**src/rtl/reg_write_arbiter.sv**
```systemverilog
// Round-robin arbiter sharing one register-file write port among N_REQ writeback sources.
// Define REG_ZERO_PROTECT_EN to make register 0 hardwired zero (writes to it are dropped).
module reg_write_arbiter #(
  parameter int WIDTH  = 32,
  parameter int ADDR_W = 5,
  parameter int N_REQ  = 2,
  parameter int CNT_W  = 16
) (
  input  logic                      clk,
  input  logic                      reset,
  input  logic [N_REQ-1:0]          req_valid,
  input  logic [N_REQ*ADDR_W-1:0]   req_addr,
  input  logic [N_REQ*WIDTH-1:0]    req_data,
  output logic [N_REQ-1:0]          req_ready,
  output logic [WIDTH-1:0]          Rd,
  output logic [(1<<ADDR_W)-1:0]    CP_o,
  output logic                      Reg_Write_i,
  output logic [CNT_W-1:0]          commit_cnt
);

  localparam int PTR_W = $clog2(N_REQ);
  localparam int NREG  = 1 << ADDR_W;
  localparam logic [CNT_W-1:0] CNT_MAX = '1;

  logic [PTR_W-1:0]  rr_ptr;
  logic [PTR_W-1:0]  gnt_idx;
  logic [PTR_W-1:0]  nxt_ptr;
  logic [N_REQ-1:0]  gnt_oh;
  logic              gnt_any;
  logic [ADDR_W-1:0] gnt_addr;
  logic [WIDTH-1:0]  gnt_data;
  logic [NREG-1:0]   gnt_dec;
  logic              wr_en;

  // Search starts at rr_ptr and wraps, so the last winner drops to lowest priority.
  always_comb begin
    int idx;
    logic [PTR_W-1:0] ip;
    gnt_oh  = '0;
    gnt_any = 1'b0;
    gnt_idx = '0;
    idx     = 0;
    ip      = '0;
    for (int k = 0; k < N_REQ; k++) begin
      idx = int'(rr_ptr) + k;
      if (idx >= N_REQ) idx = idx - N_REQ;
      ip = PTR_W'(idx);
      if (!gnt_any && req_valid[ip]) begin
        gnt_any = 1'b1;
        gnt_idx = ip;
      end
    end
    gnt_oh[gnt_idx] = gnt_any;
  end

  always_comb begin
    gnt_addr = '0;
    gnt_data = '0;
    for (int i = 0; i < N_REQ; i++) begin
      if (gnt_oh[i]) begin
        gnt_addr = req_addr[i*ADDR_W +: ADDR_W];
        gnt_data = req_data[i*WIDTH +: WIDTH];
      end
    end
  end

  assign req_ready = reset ? '0 : gnt_oh;
  assign gnt_dec   = NREG'(1) << gnt_addr;

  assign nxt_ptr = (gnt_idx == PTR_W'(N_REQ - 1)) ?
                   '0 : gnt_idx + PTR_W'(1);

`ifdef REG_ZERO_PROTECT_EN
  assign wr_en = gnt_any && (gnt_addr != '0);
`else
  assign wr_en = gnt_any;
`endif

  always_ff @(posedge clk or posedge reset) begin
    if (reset) begin
      rr_ptr      <= '0;
      Rd          <= '0;
      CP_o        <= '0;
      Reg_Write_i <= 1'b0;
      commit_cnt  <= '0;
    end else begin
      Reg_Write_i <= wr_en;
      CP_o        <= wr_en ? gnt_dec : '0;
      if (wr_en) Rd <= gnt_data;
      if (gnt_any) rr_ptr <= nxt_ptr;
      if (wr_en && commit_cnt != CNT_MAX)
        commit_cnt <= commit_cnt + CNT_W'(1);
    end
  end

endmodule

```
**config.mk**
```make
export PLATFORM = sky130hd
export DESIGN_NAME = reg_write_arbiter
export DESIGN_NICKNAME = d
export VERILOG_FILES = /design/src/rtl/reg_write_arbiter.sv
export SDC_FILE = /design/constraint.sdc
export NUM_CORES = 1
export LEC_CHECK = 0
export CORE_ASPECT_RATIO = 1.75
export CORE_MARGIN = 2
export CORE_UTILIZATION = 65
export DETAILED_ROUTE_END_ITERATION = 6
export DONT_BUFFER_PORTS = 1
export GPL_ROUTABILITY_DRIVEN = 1
export PLACE_DENSITY = 0.81
export SLEW_MARGIN = 10
export SYNTH_ARGS = -nofsm -noshare
export SYNTH_HDL_FRONTEND = slang
export SYNTH_SLANG_ARGS = --single-unit
```
**constraint.sdc**
```tcl
create_clock -name clk -period 7.2 [get_ports clk]
set_input_delay 0.72 -clock clk [delete_from_list [all_inputs] [get_ports clk]]
set_output_delay 0.72 -clock clk [all_outputs]
set_load 0.005 [all_outputs]
```
==> results.py <==
metrics = {
    "worst_setup_path": {
        "cp_top_family": "simple AND/OR/NAND/NOR gates",
        "slowest_delay_ns": 0.63,
        "rrSetupSlack_ns": 5.02,
        "cp-end-kind": "output pin",
        "critPathKind": "register to output pin",
        "crit_fanout": 34,
        "critPathBufInv": 0,
        "worstPathCellList": "nand2b_1 > nand2_2 > and3_1",
        "required_ns": 6.48,
        "start_kind": "register",
        "crit_path_top_delay_cell": "nand2_2",
        "reg2regPathDepth": 5,
        "r2r-end": "commit_cnt[12]$_DFFE_PP0P_",
        "cp.depth": 3,
        "r2r_start": "commit_cnt[0]$_DFFE_PP0P_",
        "worstPathArrival_ns": 2.19,
    },
    "layout": {
        "area_delta_synth_final_pct": 5.715,
        "final_core_util_pct": 71.46,
        "n_antenna_cell": 0,
        "fill_cells": 366,
        "drive_gt1_share_pct": 8.766,
        "fin_nets": 382,
    },
    "route": {
        "detail-route-antenna-nets": 0,
        "routed_wl_um": 7191,
        "drc_errors": 16,
        "dr.pass1.iters": 7,
        "vias_per_cell": 6.124,
        "wl_met3_um": 685,
        "dr_wl_met2_um": 3925,
        "topRoutingLayerUsed": "met4",
        "num_vias": 2217,
        "wl_per_cell_um": 19.86,
        "dr.first_iter.drc_count": 147,
        "wl_met1_um": 2472,
    },
    "yosys": {
        "synth-compound-area-share_pct": 7.891,
        "synthMuxAreaShare_pct": 9.771,
        "synth_nets": 385,
        "synth_xor_area_share_pct": 3.872,
        "ys_ff_latch": 82,
        "synthAdderAreaFrac_pct": 0.3687,
        "yosys_warnings": 0,
        "synthTopCellsByArea": "dfrtp_1 (60%), mux2i_1 (9.4%), o21ai_0 (4.7%)",
        "syn_inst": 306,
        "ys_seq_area_share_pct": 60.47,
        "yosysTopAreaCell": "dfrtp_1",
        "yosys.area_share.simple_pct": 14.86,
        "synth_top_family_by_area": "simple AND/OR/NAND/NOR gates",
        "syn-cell-area_mm2": 0.003393,
        "yosys.area.top_type_share_pct": 60.47,
        "synth_cell_type_count": 32,
        "avgSynthCellArea_um2": 11.09,
    },
    "die": {
        "fp.dieH_um": 99.58,
        "initial_core_util_pct": 67.60,
        "core-area_mm2": 0.005020,
        "die_width_um": 58.62,
        "rows": 34,
        "boundaryPins": 161,
        "design.die.area_mm2": 0.005837,
    },
    "cts": {
        "clk_latency_ns": 0.35,
        "postCtsSetupBuffers": 0,
        "cts_tree": "yes",
        "cts.sinks": 82,
        "hold_buffers": 0,
        "root_buffer": "clkbuf_8",
        "ctsHtreeMaxLevel": 3,
        "clock_path_buffers": 2,
        "numCtsBuffers": 9,
        "cts_resized": 0,
        "path_clk_slew_ns": 0.08,
    },
    "sta": {
        "finalHoldViolCount": 0,
        "setup_ws_ns": 4.288,
        "min_period_ns": 2.912,
        "slew_headroom_pct": 35.02,
        "slew_viol_final": 0,
        "timing.final.crit_share_pct": 40.45,
        "setup_violations": 0,
        "tightest_slew_ns": 0.9747,
        "fin_skew_ns": 0.008312,
        "setup_tns_ns": 0,
        "rsz0062_at_grt": "false",
        "fmax_mhz": 343.4,
    },
    "min_path": {
        "min_path_type": "primary input to register",
        "worstHoldPathCells": 1,
        "min_from": "req_valid[1]",
        "whs_endpoint": "rr_ptr$_DFFE_PP0P_",
    },
    "pwr": {
        "p_per_area_mw_per_mm2": 272.3,
        "peakVddDrop_uv": 190.5,
        "p_leak_uw": 0.001634,
        "finalPower_uw": 976.8,
    },
    "global_routing": {
        "grt_max_degree": 84,
        "grt-ovfl-total": 0,
        "antenna_found_initial": 0,
        "grt_pass1_vias": 2213,
        "grt_pass1_wl_um": 11070,
        "track_usage_pct": 25.87,
    },
    "place": {
        "io_buffers": 0,
        "place_ws_ns": 4.387,
        "gp_congestion": 0.8362,
        "dpl.hpwl_um": 5158,
    },
    "job": {
        "cap_violations": 0,
    },
    "outcome": {
        "violations": "DRC",
        "status": "complete, but fails checks",
    },
}
## worst max path at each step
stage	slack (ns)	from	to
after floorplan	3.67	reset	req_ready[0]
after global placement	4.48	req_valid[0]	req_ready[0]
after detailed placement	4.39	req_valid[0]	req_ready[0]
after CTS	4.27	rr_ptr$_DFFE_PP0P_	req_ready[0]
after global routing	4.10	rr_ptr$_DFFE_PP0P_	req_ready[0]
final	4.29	rr_ptr$_DFFE_PP0P_	req_ready[0]
## power breakdown
part           internal (uW)  switching (uW)  total [uW]
Sequential               507            55.3         562
Clock                    127             168         295
Combinational           51.3            68.0         119
Total                    686             291         977
## logic make-up after synthesis
group	Yosys count
muxes	33
AOI/OAI and AO/OA	43
and+or+nand+nor	111
DFF	82
buffers and inverters	21
adders and majority gates	1
xor gates and xnor gates	15
## flip-flops by register name (all words and copies together) (netlist names)
| register | count |
|---|---|
| CP_o | 32 |
| Rd | 32 |
| commit_cnt | 16 |
| Reg_Write_i | 1 |
| rr_ptr | 1 |
## layout make-up
type / count / area, um^2 / area share (%)
clock buffer: 9 / 123.9 / 3.453
clock inverter: 7 / 53.80 / 1.500
inverter: 5 / 20.02 / 0.5581
multi-input combinational: 203 / 1255 / 34.98
sequential: 82 / 2052 / 57.20
tap: 54 / 67.56 / 1.884
timing repair buffer: 2 / 15.01 / 0.4186
## cell usage after synthesis (all sizes together)
| cell type | count |
|---|---|
| buf | 10 |
| a32o | 4 |
| or4b | 1 |
| or2 | 2 |
| xor2 | 4 |
| and4 | 3 |
| inv | 5 |
| nand4 | 5 |
| mux2i | 32 |
| o21ai | 32 |
| nand3 | 14 |
| a32oi | 4 |
| nor4 | 3 |
| nor3 | 1 |
| nand2 | 40 |
| and3 | 2 |
| a21boi | 1 |
| mux2 | 1 |
| dfrtp | 82 |
| ha | 1 |
| nor2 | 36 |
| a41oi | 1 |
| a21oi | 1 |
| clkbuf | 6 |
| xnor2 | 11 |
| and2 | 1 |
| nand2b | 3 |
## through the flow
step,hold WS (ns),std cells,cell area (um^2)
2_1_floorplan,0.4733,306,3393
3_5_place_dp,0.4992,346,3410
5_1_grt,0.4396,362,3587
4_1_cts,0.4411,362,3587
6_report,0.4578,362,3587
3_3_place_gp,0.4891,346,3410
## cell usage in the layout (no fill, tap or decap)
cell type   Yosys  final
nand4_1         5      5
ha_1            1      1
nand3_1        14     14
a32o_1          4      4
clkinv_4        0      1
or2_2           1      1
nor2_4          0      1
dfrtp_1        82     82
nand2b_1        3      3
xor2_1          4      4
nor3_1          1      1
clkinv_2        0      2
or2_1           1      1
and4_1          2      2
a21oi_1         1      1
inv_6           0      2
nand2_1        38     38
o21ai_0        32     32
buf_4           2      2
inv_1           5      4
a21boi_2        1      1
mux2_2          1      1
nor4_1          3      3
nand2_2         2      2
and4_4          1      1
clkinvlp_4      0      3
xnor2_1        11     11
and3_1          2      2
mux2i_1        32     32
nor2_1         36     35
a41oi_2         1      1
clkbuf_8        0      9
and2_1          1      1
a32oi_1         4      4
or4b_1          1      1
## per-layer routing
layer	vias up	GRT usage [%]
met1	1055	28.62
met2	110	44.94
met4	0	12.59
li1	1043	-
met5	-	0
met3	9	6.632
Power figures use the tool's default switching activity.
==> edit: new RTL, same settings <==
Make the reset (`reset`) synchronous in one clocked block.
--- a/src/rtl/reg_write_arbiter.sv
+++ b/src/rtl/reg_write_arbiter.sv
@@ -77,5 +77,5 @@
 `endif
 
-  always_ff @(posedge clk or posedge reset) begin
+  always_ff @(posedge clk) begin
     if (reset) begin
       rr_ptr      <= '0;
Check against the original RTL: differs if reset is asserted again (counterexample within 4 cycles, from zero or initial values and one cycle with reset high); with reset held inactive, the same outputs for 10 cycles.
==> edit against the original RTL <==
  * Worst hold slack lost 0.027 ns
  * Wire length is 18% higher
  * Setup slack gained 0.43 ns
  * Total power down 8.5%
  * Final area up 4.1%
  * Global-route usage up 2.1 points
  * Critical path type unchanged
  * Die area is 5.1% higher
  * Area after synthesis increased by 5.4%
  * Sequential cell count unchanged
==> edit: results <==
[worst_setup_path]
r2r.worst_path.cells = 4
worst-path-max-fanout = 36
critPathArrivalTime_ns = 1.76
timing.reg2reg.setup_slack_ns = 5.01
critical_path.reg2reg.endpoint = CP_o[29]
critPathLaunch = rr_ptr

[status]
outcome = complete, no violations

[grt]
globalRouteTotalUtil_pct = 28.0
grt_first_pass_wirelength_mm = 13.4
antenna_found_initial = 0
number_of_global_route_vias_before_repair = 2884
largest_net_degree_at_the_start_of_global_routing = 111

[logic_synthesis]
ys_types = 34
syn_nets = 496
synthTopCellsByArea = dfxtp_1 46%, o221a_2 10%, nor2_1 6.5%
async_reset_ff_share_pct = 0
synth.cells.most_frequent = 82 x dfxtp_1, 62 x nor2_1, 46 x a21oi_1, 38 x inv_1
yosysSeqAreaShare_pct = 45.9

[hold_path]
timing.hold.worst_path_depth = 1
worst_hold_path.endpoint = commit_cnt[9]
hold_path.startpoint = reset

[cells_and_area]
fillerInstances = 413
drive_gt1_share_pct = 13.5
post_layout_nets = 474

[clock_network]
clock_slew_at_reported_path_ffs_ns = 0.09

[pwr]
vdd.ir_drop.worst_mv = 0.196
leakagePower_nw = 1.41

[drt]
totalWireLength_mm = 8.47
drt_pass1_iterations = 4
drt_iter0_drc = 204
vias = 3083

[sta]
clock_skew_ns = 0.0139
tightestPinTransition_ns = 0.815

[placement]
hpwlAfterDp_mm = 5.79
routabilityCongestion = 0.788
## edit: cell count changes after synthesis, sizes merged, moves of 31 or more
cell and change:
a21oi +45, a31oi +32, dfrtp -82, dfxtp +82
inv +33, mux2i -31, nand2 -32, o221a +32
## edit: per-layer routing
layer | up-vias | routed length, um | global-route usage (%)
li1 | 1478 | - | -
met1 | 1444 | 3100 | 32.1
met2 | 147 | 4580 | 48.1
met3 | 14 | 635 | 7.34
met4 | 0 | 157 | 11.5
met5 | - | 0 | 0
## edit: kinds of logic after synthesis
group                      share of synthesized area (%)
DFF                                                 45.9
and+or+nand+nor                                     17.9
muxes                                              0.280
buffers and inverters                               7.73
AOI/OAI and AO/OA                                   27.8
adders and majority gates                          0.350
## edit: cell type report
class | count | area [um^2] | area share (%)
inverters | 38 | 143 | 3.82
clock inverters | 7 | 66.3 | 1.78
well taps | 74 | 92.6 | 2.48
multi-input cells | 263 | 1660 | 44.4
clock buffers | 9 | 124 | 3.32
flip-flops and latches | 82 | 1640 | 44.0
repair buffers | 1 | 7.51 | 0.201
## edit: report_power, final
| group | total [mW] | leakage (nW) | internal [mW] | switching [mW] |
|---|---|---|---|---|
| logic | 0.0765 | 0.651 | 0.0367 | 0.0398 |
| clock network | 0.323 | 0.0922 | 0.135 | 0.188 |
| registers | 0.494 | 0.672 | 0.474 | 0.0206 |
| total | 0.894 | 1.41 | 0.645 | 0.249 |
## edit: worst max-delay path by stage
stage,cells after the start,to,slack (ns)
2_1_floorplan,6,req_ready[1],4.56
3_3_place_gp,3,req_ready[1],4.67
3_5_place_dp,4,CP_o[30],4.63
4_1_cts,3,req_ready[1],4.29
5_1_grt,3,req_ready[1],4.57
6_report,3,req_ready[1],4.72
## edit: worst max-delay path, stage by stage (launching register included)
cell	delay, ns
dfxtp_2	0.77
nand2b_1	0.39
nand2_1	0.10
nor2_1	0.16
## edit: per-stage QoR
stage / instances / area, um^2 / worst slack, ns / hold WS, ns / utilization [%]
after CTS: 474 / 3730 / 4.29 / 0.419 / 70.4
after global routing: 474 / 3730 / 4.57 / 0.410 / 70.5
final: 474 / 3730 / 4.72 / 0.431 / 70.5
after detailed placement: 458 / 3540 / 4.63 / 0.511 / 66.8
after floorplan: 417 / 3580 / 4.56 / 0.484 / -
after global placement: 458 / 3540 / 4.67 / 0.506 / 66.8
